<file path="config.mk">
export PLATFORM = sky130hd
export DESIGN_NAME = pipe_stage_reg
export DESIGN_NICKNAME = d
export VERILOG_FILES = /design/src/rtl/pipe_stage_reg.sv
export SDC_FILE = /design/constraint.sdc
export NUM_CORES = 1
export LEC_CHECK = 0
export ABC_CLOCK_PERIOD_IN_PS = 3850
export CORE_MARGIN = 8
export CORE_UTILIZATION = 44
export DETAILED_ROUTE_END_ITERATION = 16
export HOLD_SLACK_MARGIN = 0.06
export PLACE_DENSITY = 0.86
export SKIP_CTS_REPAIR_TIMING = 1
export SLEW_MARGIN = 10
export SYNTH_ARGS = -nofsm -noshare
export SYNTH_HDL_FRONTEND = slang
export SYNTH_SLANG_ARGS = --single-unit
export TNS_END_PERCENT = 50
</file>
<file path="constraint.sdc">
create_clock -name clk -period 3.85 [get_ports clk]
set_input_delay 0.77 -clock clk [delete_from_list [all_inputs] [get_ports clk]]
set_output_delay 0.77 -clock clk [all_outputs]
set_load 0.01 [all_outputs]
</file>
<file path="src/rtl/pipe_stage_reg.sv">
// Pipeline stage register with valid/ready handshake, flush and optional skid entry.
// Define PIPE_STAGE_REG_SKID_EN for two-entry storage with a registered in_ready.
module pipe_stage_reg #(
  parameter int DATA_W = 64,
  parameter int CTRL_W = 8
) (
  input  logic              clk,
  input  logic              reset,
  input  logic              flush,
  input  logic              in_valid,
  output logic              in_ready,
  input  logic [DATA_W-1:0] in_data,
  input  logic [CTRL_W-1:0] in_ctrl,
  output logic              out_valid,
  input  logic              out_ready,
  output logic [DATA_W-1:0] out_data,
  output logic [CTRL_W-1:0] out_ctrl,
  output logic [1:0]        occupancy
);

  logic              r_m_valid;
  logic [DATA_W-1:0] r_m_data;
  logic [CTRL_W-1:0] r_m_ctrl;
  logic [1:0]        r_occ;

  logic              w_m_valid_nxt;
  logic [DATA_W-1:0] w_m_data_nxt;
  logic [CTRL_W-1:0] w_m_ctrl_nxt;
  logic [1:0]        w_occ_nxt;
  logic              w_acc;
  logic              w_dlv;

  assign w_acc = in_valid & in_ready;
  assign w_dlv = r_m_valid & out_ready;

`ifdef PIPE_STAGE_REG_SKID_EN
  logic              r_s_valid;
  logic [DATA_W-1:0] r_s_data;
  logic [CTRL_W-1:0] r_s_ctrl;
  logic              w_s_valid_nxt;
  logic [DATA_W-1:0] w_s_data_nxt;
  logic [CTRL_W-1:0] w_s_ctrl_nxt;

  // Only registered state gates acceptance, so out_ready never reaches in_ready.
  assign in_ready = !flush & !reset & !r_s_valid;

  always_comb begin
    w_m_valid_nxt = r_m_valid;
    w_m_data_nxt  = r_m_data;
    w_m_ctrl_nxt  = r_m_ctrl;
    w_s_valid_nxt = r_s_valid;
    w_s_data_nxt  = r_s_data;
    w_s_ctrl_nxt  = r_s_ctrl;
    if (flush) begin
      w_m_valid_nxt = 1'b0;
      w_m_ctrl_nxt  = '0;
      w_s_valid_nxt = 1'b0;
      w_s_ctrl_nxt  = '0;
    end else if (!r_m_valid) begin
      if (w_acc) begin
        w_m_valid_nxt = 1'b1;
        w_m_data_nxt  = in_data;
        w_m_ctrl_nxt  = in_ctrl;
      end
    end else if (w_dlv) begin
      if (r_s_valid) begin
        w_m_data_nxt = r_s_data;
        w_m_ctrl_nxt = r_s_ctrl;
        if (w_acc) begin
          w_s_data_nxt = in_data;
          w_s_ctrl_nxt = in_ctrl;
        end else begin
          w_s_valid_nxt = 1'b0;
          w_s_ctrl_nxt  = '0;
        end
      end else if (w_acc) begin
        w_m_data_nxt = in_data;
        w_m_ctrl_nxt = in_ctrl;
      end else begin
        w_m_valid_nxt = 1'b0;
        w_m_ctrl_nxt  = '0;
      end
    end else if (w_acc) begin
      w_s_valid_nxt = 1'b1;
      w_s_data_nxt  = in_data;
      w_s_ctrl_nxt  = in_ctrl;
    end
    w_occ_nxt = {1'b0, w_m_valid_nxt} + {1'b0, w_s_valid_nxt};
  end

  always_ff @(posedge clk) begin
    if (reset) begin
      r_s_valid <= 1'b0;
      r_s_data  <= '0;
      r_s_ctrl  <= '0;
    end else begin
      r_s_valid <= w_s_valid_nxt;
      r_s_data  <= w_s_data_nxt;
      r_s_ctrl  <= w_s_ctrl_nxt;
    end
  end
`else
  assign in_ready = !flush & !reset & (!r_m_valid | out_ready);

  always_comb begin
    w_m_valid_nxt = r_m_valid;
    w_m_data_nxt  = r_m_data;
    w_m_ctrl_nxt  = r_m_ctrl;
    if (flush) begin
      w_m_valid_nxt = 1'b0;
      w_m_ctrl_nxt  = '0;
    end else if (w_acc) begin
      w_m_valid_nxt = 1'b1;
      w_m_data_nxt  = in_data;
      w_m_ctrl_nxt  = in_ctrl;
    end else if (w_dlv) begin
      w_m_valid_nxt = 1'b0;
      w_m_ctrl_nxt  = '0;
    end
    w_occ_nxt = {1'b0, w_m_valid_nxt};
  end
`endif

  always_ff @(posedge clk) begin
    if (reset) begin
      r_m_valid <= 1'b0;
      r_m_data  <= '0;
      r_m_ctrl  <= '0;
      r_occ     <= 2'd0;
    end else begin
      r_m_valid <= w_m_valid_nxt;
      r_m_data  <= w_m_data_nxt;
      r_m_ctrl  <= w_m_ctrl_nxt;
      r_occ     <= w_occ_nxt;
    end
  end

  // Masking keeps out_ctrl usable as a bubble-safe enable downstream.
  assign out_valid = r_m_valid;
  assign out_data  = r_m_data;
  assign out_ctrl  = r_m_valid ? r_m_ctrl : '0;
  assign occupancy = r_occ;

endmodule

</file>
Yosys cells after proc, flatten, opt, wreduce, memory -nomap -nowiden --
Index checks and enable logic that the tools add are counted.
Storage, ports and cells: bits in registers 74, input bits 77, word-level logic and storage cells 22
Cells by class: multiplexer cells 6, bitwise logic cells 6, reduce and logical (&&, ||, !) cells 6
Operators by type and width (count):
- $mux 8 | 3
- $and 1x1->1 | 4
- $logic_not 1->1 | 3
- $mux 1 | 3
- $reduce_and 2->1 | 1
- $reduce_bool 2->1 | 1
- $reduce_or 2->1 | 1
- $not 1->1 | 1
- $or 1x1->1 | 1

Depth between registers and ports, before layout --
Gate-level depths: netlist (run 1).
depth in word-level cells 6, gate-level depth with buffers 5

Worst setup path before layout (run 1) --
No wires, ideal clock.
path type input to output, start point input reset, end point output in_ready, data arrival time 1.262 ns, data required time 3.080 ns, path slack 1.818 ns, stages 2, path buffers 1, path through clkbuf_1 > nor3_1
Between the ends: longest elaborated chain between the ends 3
RTL lines:
- start, declared | RTL line 8 | input logic reset,
- $logic_not 1->1 | RTL line 103 | assign in_ready = !flush & !reset & (!r_m_valid | out_ready);
- $and 1x1->1 (2 in a row) | RTL line 103
- end, declared | RTL line 11 | output logic in_ready,
Every way passes these cells.

Worst setup path in the final report (run 1) --
start point input out_ready, end point output in_ready
Between the ends: longest elaborated chain between the ends 2
RTL lines:
- start, declared | RTL line 15 | input logic out_ready,
- $or 1x1->1 | RTL line 103
- $and 1x1->1 | RTL line 103
Every way passes these cells.

==> out/qor.csv, run 1 <==
stage,metric,value,unit
synthesis,syn_nets,319,
die,dieArea,10000,um^2
timing,timing.final.crit_share,77.6,%
global_route,grt_overflow_total,0,
die,start_util,45.6,%
detailed_routing,drc,0,
die,ios,153,
timing,hold_viol_final,0,
cts,htree_levels,3,
synthesis,yosysSeqAreaShare,46.9,%
synthesis,yosysMostFrequentCell,dfxtp_1,
cts,cts_sinks,73,
setup_path,r2r_cells,4,
synthesis,synth_seq_cells,73,
global_route,grt_antenna_before_repair,0,
detailed_routing,wire_per_inst,16.6,um
setup_path,start_kind,input pin,
global_route,grt_pass1_vias,2391,
setup_path,cp.arrival,2.22,ns
setup_path,end_kind,output port,
synthesis,synth_edf_count,0,
synthesis,synth.avg_cell_area,12.9,um^2
timing,drv_slew,0,
flow_run,drv_cap,0,
synthesis,ys_warn_count,0,
die,rows,30,
detailed_routing,wl,8130,um
synthesis,yosysTopAreaCellShare,46.9,%
place,dp_slack,0.901,ns
detailed_routing,vias_per_cell,4.55,
cells_and_area,area_growth,55.3,%
cts,clk_pin_slew_worst_paths,0.08,ns
die,die_y,100,um
timing,setup-tns-final,0,ns
pwr,leakage,0.00192,uW
detailed_routing,final_antenna_net_count,0,
worst_hold_path,min_from,r_m_ctrl[6],
cells_and_area,drive_above_1_share,20.8,%
die,die_w,100,um
timing,worst_slack,0.864,ns
die,core_area,6830,um^2
synthesis,synth_top_area_cell,dfxtp_1,
status,outcome,completed,
worst_hold_path,hold-path-endpoint,r_m_ctrl[6],
pwr,p_per_area,351,nW/um^2
synthesis,syn_inst,242,
timing,fin_crit,2.99,ns
synthesis,syn_area,3110,um^2
setup_path,r2r_setup_slack,1.72,ns
pwr,ir_drop,0.184,mV
place,hpwl,6000,um
cells_and_area,nNetsFinal,467,
detailed_routing,first_pass_iters,4,
detailed_routing,route.vias.total,2232,
cts,cts-root-buf,clkbuf_8,
timing,setup_violations,0,
setup_path,criticalPathCategory,in2out,
timing,worstMarginPinSlew,0.508,ns
timing,relSlewSlack,66.2,%
global_route,grt_pass1_wl,12700,um
synthesis,synth_top_cells_by_count,"73 x dfxtp_1, 64 x nor2b_1, 62 x mux2_4",
global_route,grt_max_degree,46,
timing,skew,0.00604,ns
place,gp_congestion,0.693,
timing,rsz0062_at_grt,no,
worst_hold_path,hold_depth,1,
worst_hold_path,hold_class,reg2reg,
place,port_buffers,151,
setup_path,timing.rr.end,out_data[5],
timing,fmax,0.335,GHz
synthesis,synth_ff_type,dfxtp_1,
synthesis,synth_area_leaders,"dfxtp_1 47%, mux2_4 30%, nor2b_1 13%",
synthesis,async_reset_ff_share,0,%
cells_and_area,fillers,517,
cts,cts_tree,done,
detailed_routing,drtIter0Drc,51,
cts,clock_path_buffers,2,
cts,cts_made_buffers,9,
cells_and_area,n_antenna_cell,0,
cts,insertion_delay,0.32,ns
global_route,grtUsageTotal,15.8,%
setup_path,cp.required,3.08,ns
setup_path,worstPathMaxFanout,4,
synthesis,synth.distinct_cells,15,
setup_path,r2r_start,occupancy[0],
[worst max path at each step]
| stage | end | slack, ns | start | cells after the start |
|---|---|---|---|---|
| after floorplan | in_ready | 1.82 | reset | 2 |
| after global placement | in_ready | 0.93 | out_ready | 4 |
| after detailed placement | in_ready | 0.90 | out_ready | 4 |
| after CTS | in_ready | 0.88 | out_ready | 4 |
| after global routing | in_ready | 0.81 | out_ready | 4 |
| final | in_ready | 0.86 | out_ready | 4 |
[routing by layer]
metal  GRT usage, %  up-vias  routed length, um
met4           4.53        0                 19
met3           5.95        2                605
met1           18.5     1056               3560
met5              0        -                  0
met2           26.3       80               3940
li1               -     1094                  -
[final cells by class]
class                   count  area (um^2)  area share (%)
repair buffers            154         1540            31.9
multi-input cells         152         1530            31.5
flip-flops and latches     73         1460            30.2
clock buffers              13          149            3.08
well taps                  96          120            2.48
clock inverters             3         40.0           0.828
[critical path, cell delays in order]
cell	delay (ns)
clkdlybuf4s50_1	0.45
and2b_1	0.21
nor3_1	0.20
clkdlybuf4s50_1	0.59
[where the power goes]
group / switching (uW) / total [uW] / internal (uW) / leakage (uW)
sequential: 19.8 / 816 / 796 / 0.000598
combinational: 93.7 / 299 / 205 / 0.00122
clock: 266 / 582 / 317 / 0.0000974
[registers in the layout, summed over array words and instances, names as in the netlist]
name	count
occupancy	1
r_m_ctrl	8
out_data	64
[logic make-up (layout without fill, tap and decap cells)]
group           after synthesis  in the layout  share of synthesized area [%]
simple gates                 77             77                           15.4
flops                        73             73                           46.9
mux                          64             64                           30.6
buf+inv                      17            170                           4.22
compound gates               10             10                           2.73
other cells                   1              1                          0.120
[cells in the final DEF, fill, tap and decap left out, drive strengths merged]
master / count
nor2b: 64
and2b: 1
conb: 1
and2: 8
clkdlybuf4s50: 150
and3b: 1
a22o: 8
bufinv: 1
nor2: 2
clkbuf: 13
buf: 4
nor3: 1
dfxtp: 73
o21a: 2
mux2: 64
clkinv: 2
[per-stage QoR]
stage	utilization, %	hold WS, ns	cells	instance area, um^2	power, uW
finish	70.8	0.474	491	4840	1700
global route	70.8	0.494	491	4840	1770
CTS	70.8	0.473	491	4840	1720
detailed placement	68.0	0.453	475	4650	1130
global placement	68.0	0.448	475	4650	1130
floorplan	-	0.435	242	3110	962
Note: power is estimated with default switching activity, not from simulation.
==> inputs of run 2 (changes only) <==
- ABC_CLOCK_PERIOD_IN_PS: 3850 -> 2500
- CORE_UTILIZATION: 44 -> 36
- PLACE_DENSITY: 0.86 -> 0.76
- clock period: 3.85 -> 2.5 ns (I/O delays scaled with it)
==> out/qor.csv, run 2 (same netlist as run 1, synthesis figures left out) <==
stage,metric,value,unit
timing,drv_slew,0,
timing,fin_crit,2.37,ns
die,start_util,36.4,%
cells_and_area,n_antenna_cell,0,
flow_run,drv_cap,0,
timing,hold_viol_final,0,
detailed_routing,final_antenna_net_count,0,
die,die_y,109,um
detailed_routing,first_pass_iters,2,
place,dp_slack,0.136,ns
global_route,grtUsageTotal,13.7,%
setup_path,cp.required,2.00,ns
setup_path,end_kind,output port,
detailed_routing,vias_per_cell,4.42,
detailed_routing,wire_per_inst,16.8,um
place,dp_cells,487,
timing,fmax,0.423,GHz
timing,worst_slack,0.133,ns
cts,insertion_delay,0.34,ns
timing,relSlewSlack,63.2,%
setup_path,path_cells,"clkdlybuf4s50_1, and2b_1, nor3_1, clkdlybuf4s50_1",
cells_and_area,area_growth,58.0,%
global_route,grt_max_degree,53,
cts,cts_sinks,73,
setup_path,worstPathMaxFanout,4,
pwr,totalPowerFinal,2840,uW
die,rows,34,
cts,cts-root-buf,clkbuf_8,
die,die_w,109,um
global_route,grt_antenna_before_repair,0,
pwr,p_per_area,578,nW/um^2
timing,rsz0062_at_grt,no,
cts,htree_levels,3,
setup_path,cp.arrival,1.87,ns
detailed_routing,route.vias.total,2221,
setup_path,start_kind,input pin,
timing,setup-tns-final,0,ns
cells_and_area,drive_above_1_share,21.3,%
cells_and_area,layout_common_cells,"150 x clkdlybuf4s50_1, 73 x dfxtp_1, 64 x nor2b_1",
die,dieArea,11900,um^2
cts,cts_tree,done,
global_route,grt_pass1_vias,2338,
global_route,grt_pass1_wl,12700,um
cells_and_area,multi_input_area,1530,um^2
place,gp_congestion,0.673,
timing,worstMarginPinSlew,0.552,ns
cells_and_area,nNetsFinal,467,
cells_and_area,fin_cells,503,
setup_path,cp_slowest_cell,clkdlybuf4s50_1,
worst_hold_path,hold_class,reg2reg,
detailed_routing,drtIter0Drc,78,
timing,skew,0.00737,ns
cells_and_area,largest_reg_flops,64,
place,port_buffers,151,
cts,clk_pin_slew_worst_paths,0.07,ns
die,core_area,8550,um^2
place,hpwl,6090,um
global_route,grt_overflow_total,0,
pwr,leakage,0.00194,uW
timing,timing.final.crit_share,94.7,%
detailed_routing,drc,0,
cells_and_area,fillers,718,
timing,setup_violations,0,
cells_and_area,layout_commonest_cell,clkdlybuf4s50_1,
die,ios,153,
setup_path,criticalPathCategory,in2out,
setup_path,worst_path_largest_cell_delay,0.57,ns
cells_and_area,final_util,57.5,%
cts,cts_made_buffers,9,
pwr,ir_drop,0.407,mV
status,outcome,completed,
setup_path,cpMostUsedCell,clkdlybuf4s50_1,
detailed_routing,wl,8430,um
cells_and_area,layout.area.seq,1460,um^2
cts,clock_path_buffers,2,
-- run 2: cell type report --
class / count / share of cell area, %
Timing Repair Buffer: 154 / 31.6
Clock inverter: 5 / 2.09
Clock buffer: 11 / 2.87
Tap cell: 108 / 2.75
Sequential cell: 73 / 29.7
Multi-Input combinational cell: 152 / 31.0
-- run 2: path summary, 6_finish.rpt --
| kind | from | endpoint | slack, ns | depth (start not counted) |
|---|---|---|---|---|
| max reg2reg | occupancy[0] | out_data[17] | 0.72 | 4 |
| max | out_ready | in_ready | 0.13 | 4 |
| min | r_m_ctrl[1] | r_m_ctrl[1] | 0.47 | 1 |
| min reg2reg | r_m_ctrl[1] | r_m_ctrl[1] | 0.47 | 1 |
-- run 2: per-layer routing --
layer	routed length (um)	vias up	global-route usage [%]
met5	0	-	0
met4	107	0	3.71
met3	709	9	6.03
met2	4050	81	22.2
met1	3560	1035	16.3
li1	-	1096	-
-- run 2: critical path: cells and delay by family --
family	cells	cell delay, ns
AND/OR/NAND/NOR	2	0.34
buffers and inverters	2	1.02
-- run 2: report_power, final --
group | switching (uW) | leakage [uW] | internal (uW)
Combinational | 144 | 0.00123 | 317
Sequential | 31.8 | 0.000598 | 1230
Clock | 435 | 0.000120 | 689
-- run 2: per-stage QoR --
step / cell area [um^2] / hold WS (ns)
final: 4920 / 0.469
after global routing: 4920 / 0.482
after CTS: 4920 / 0.473
after detailed placement: 4680 / 0.452
after global placement: 4680 / 0.450
after floorplan: 3110 / 0.435
==> inputs of run 3 (changes only) <==
- CAP_MARGIN: default -> 25
==> results of run 3 <==
Same layout as run 2: the final DEF is identical, and so are final timing and power.
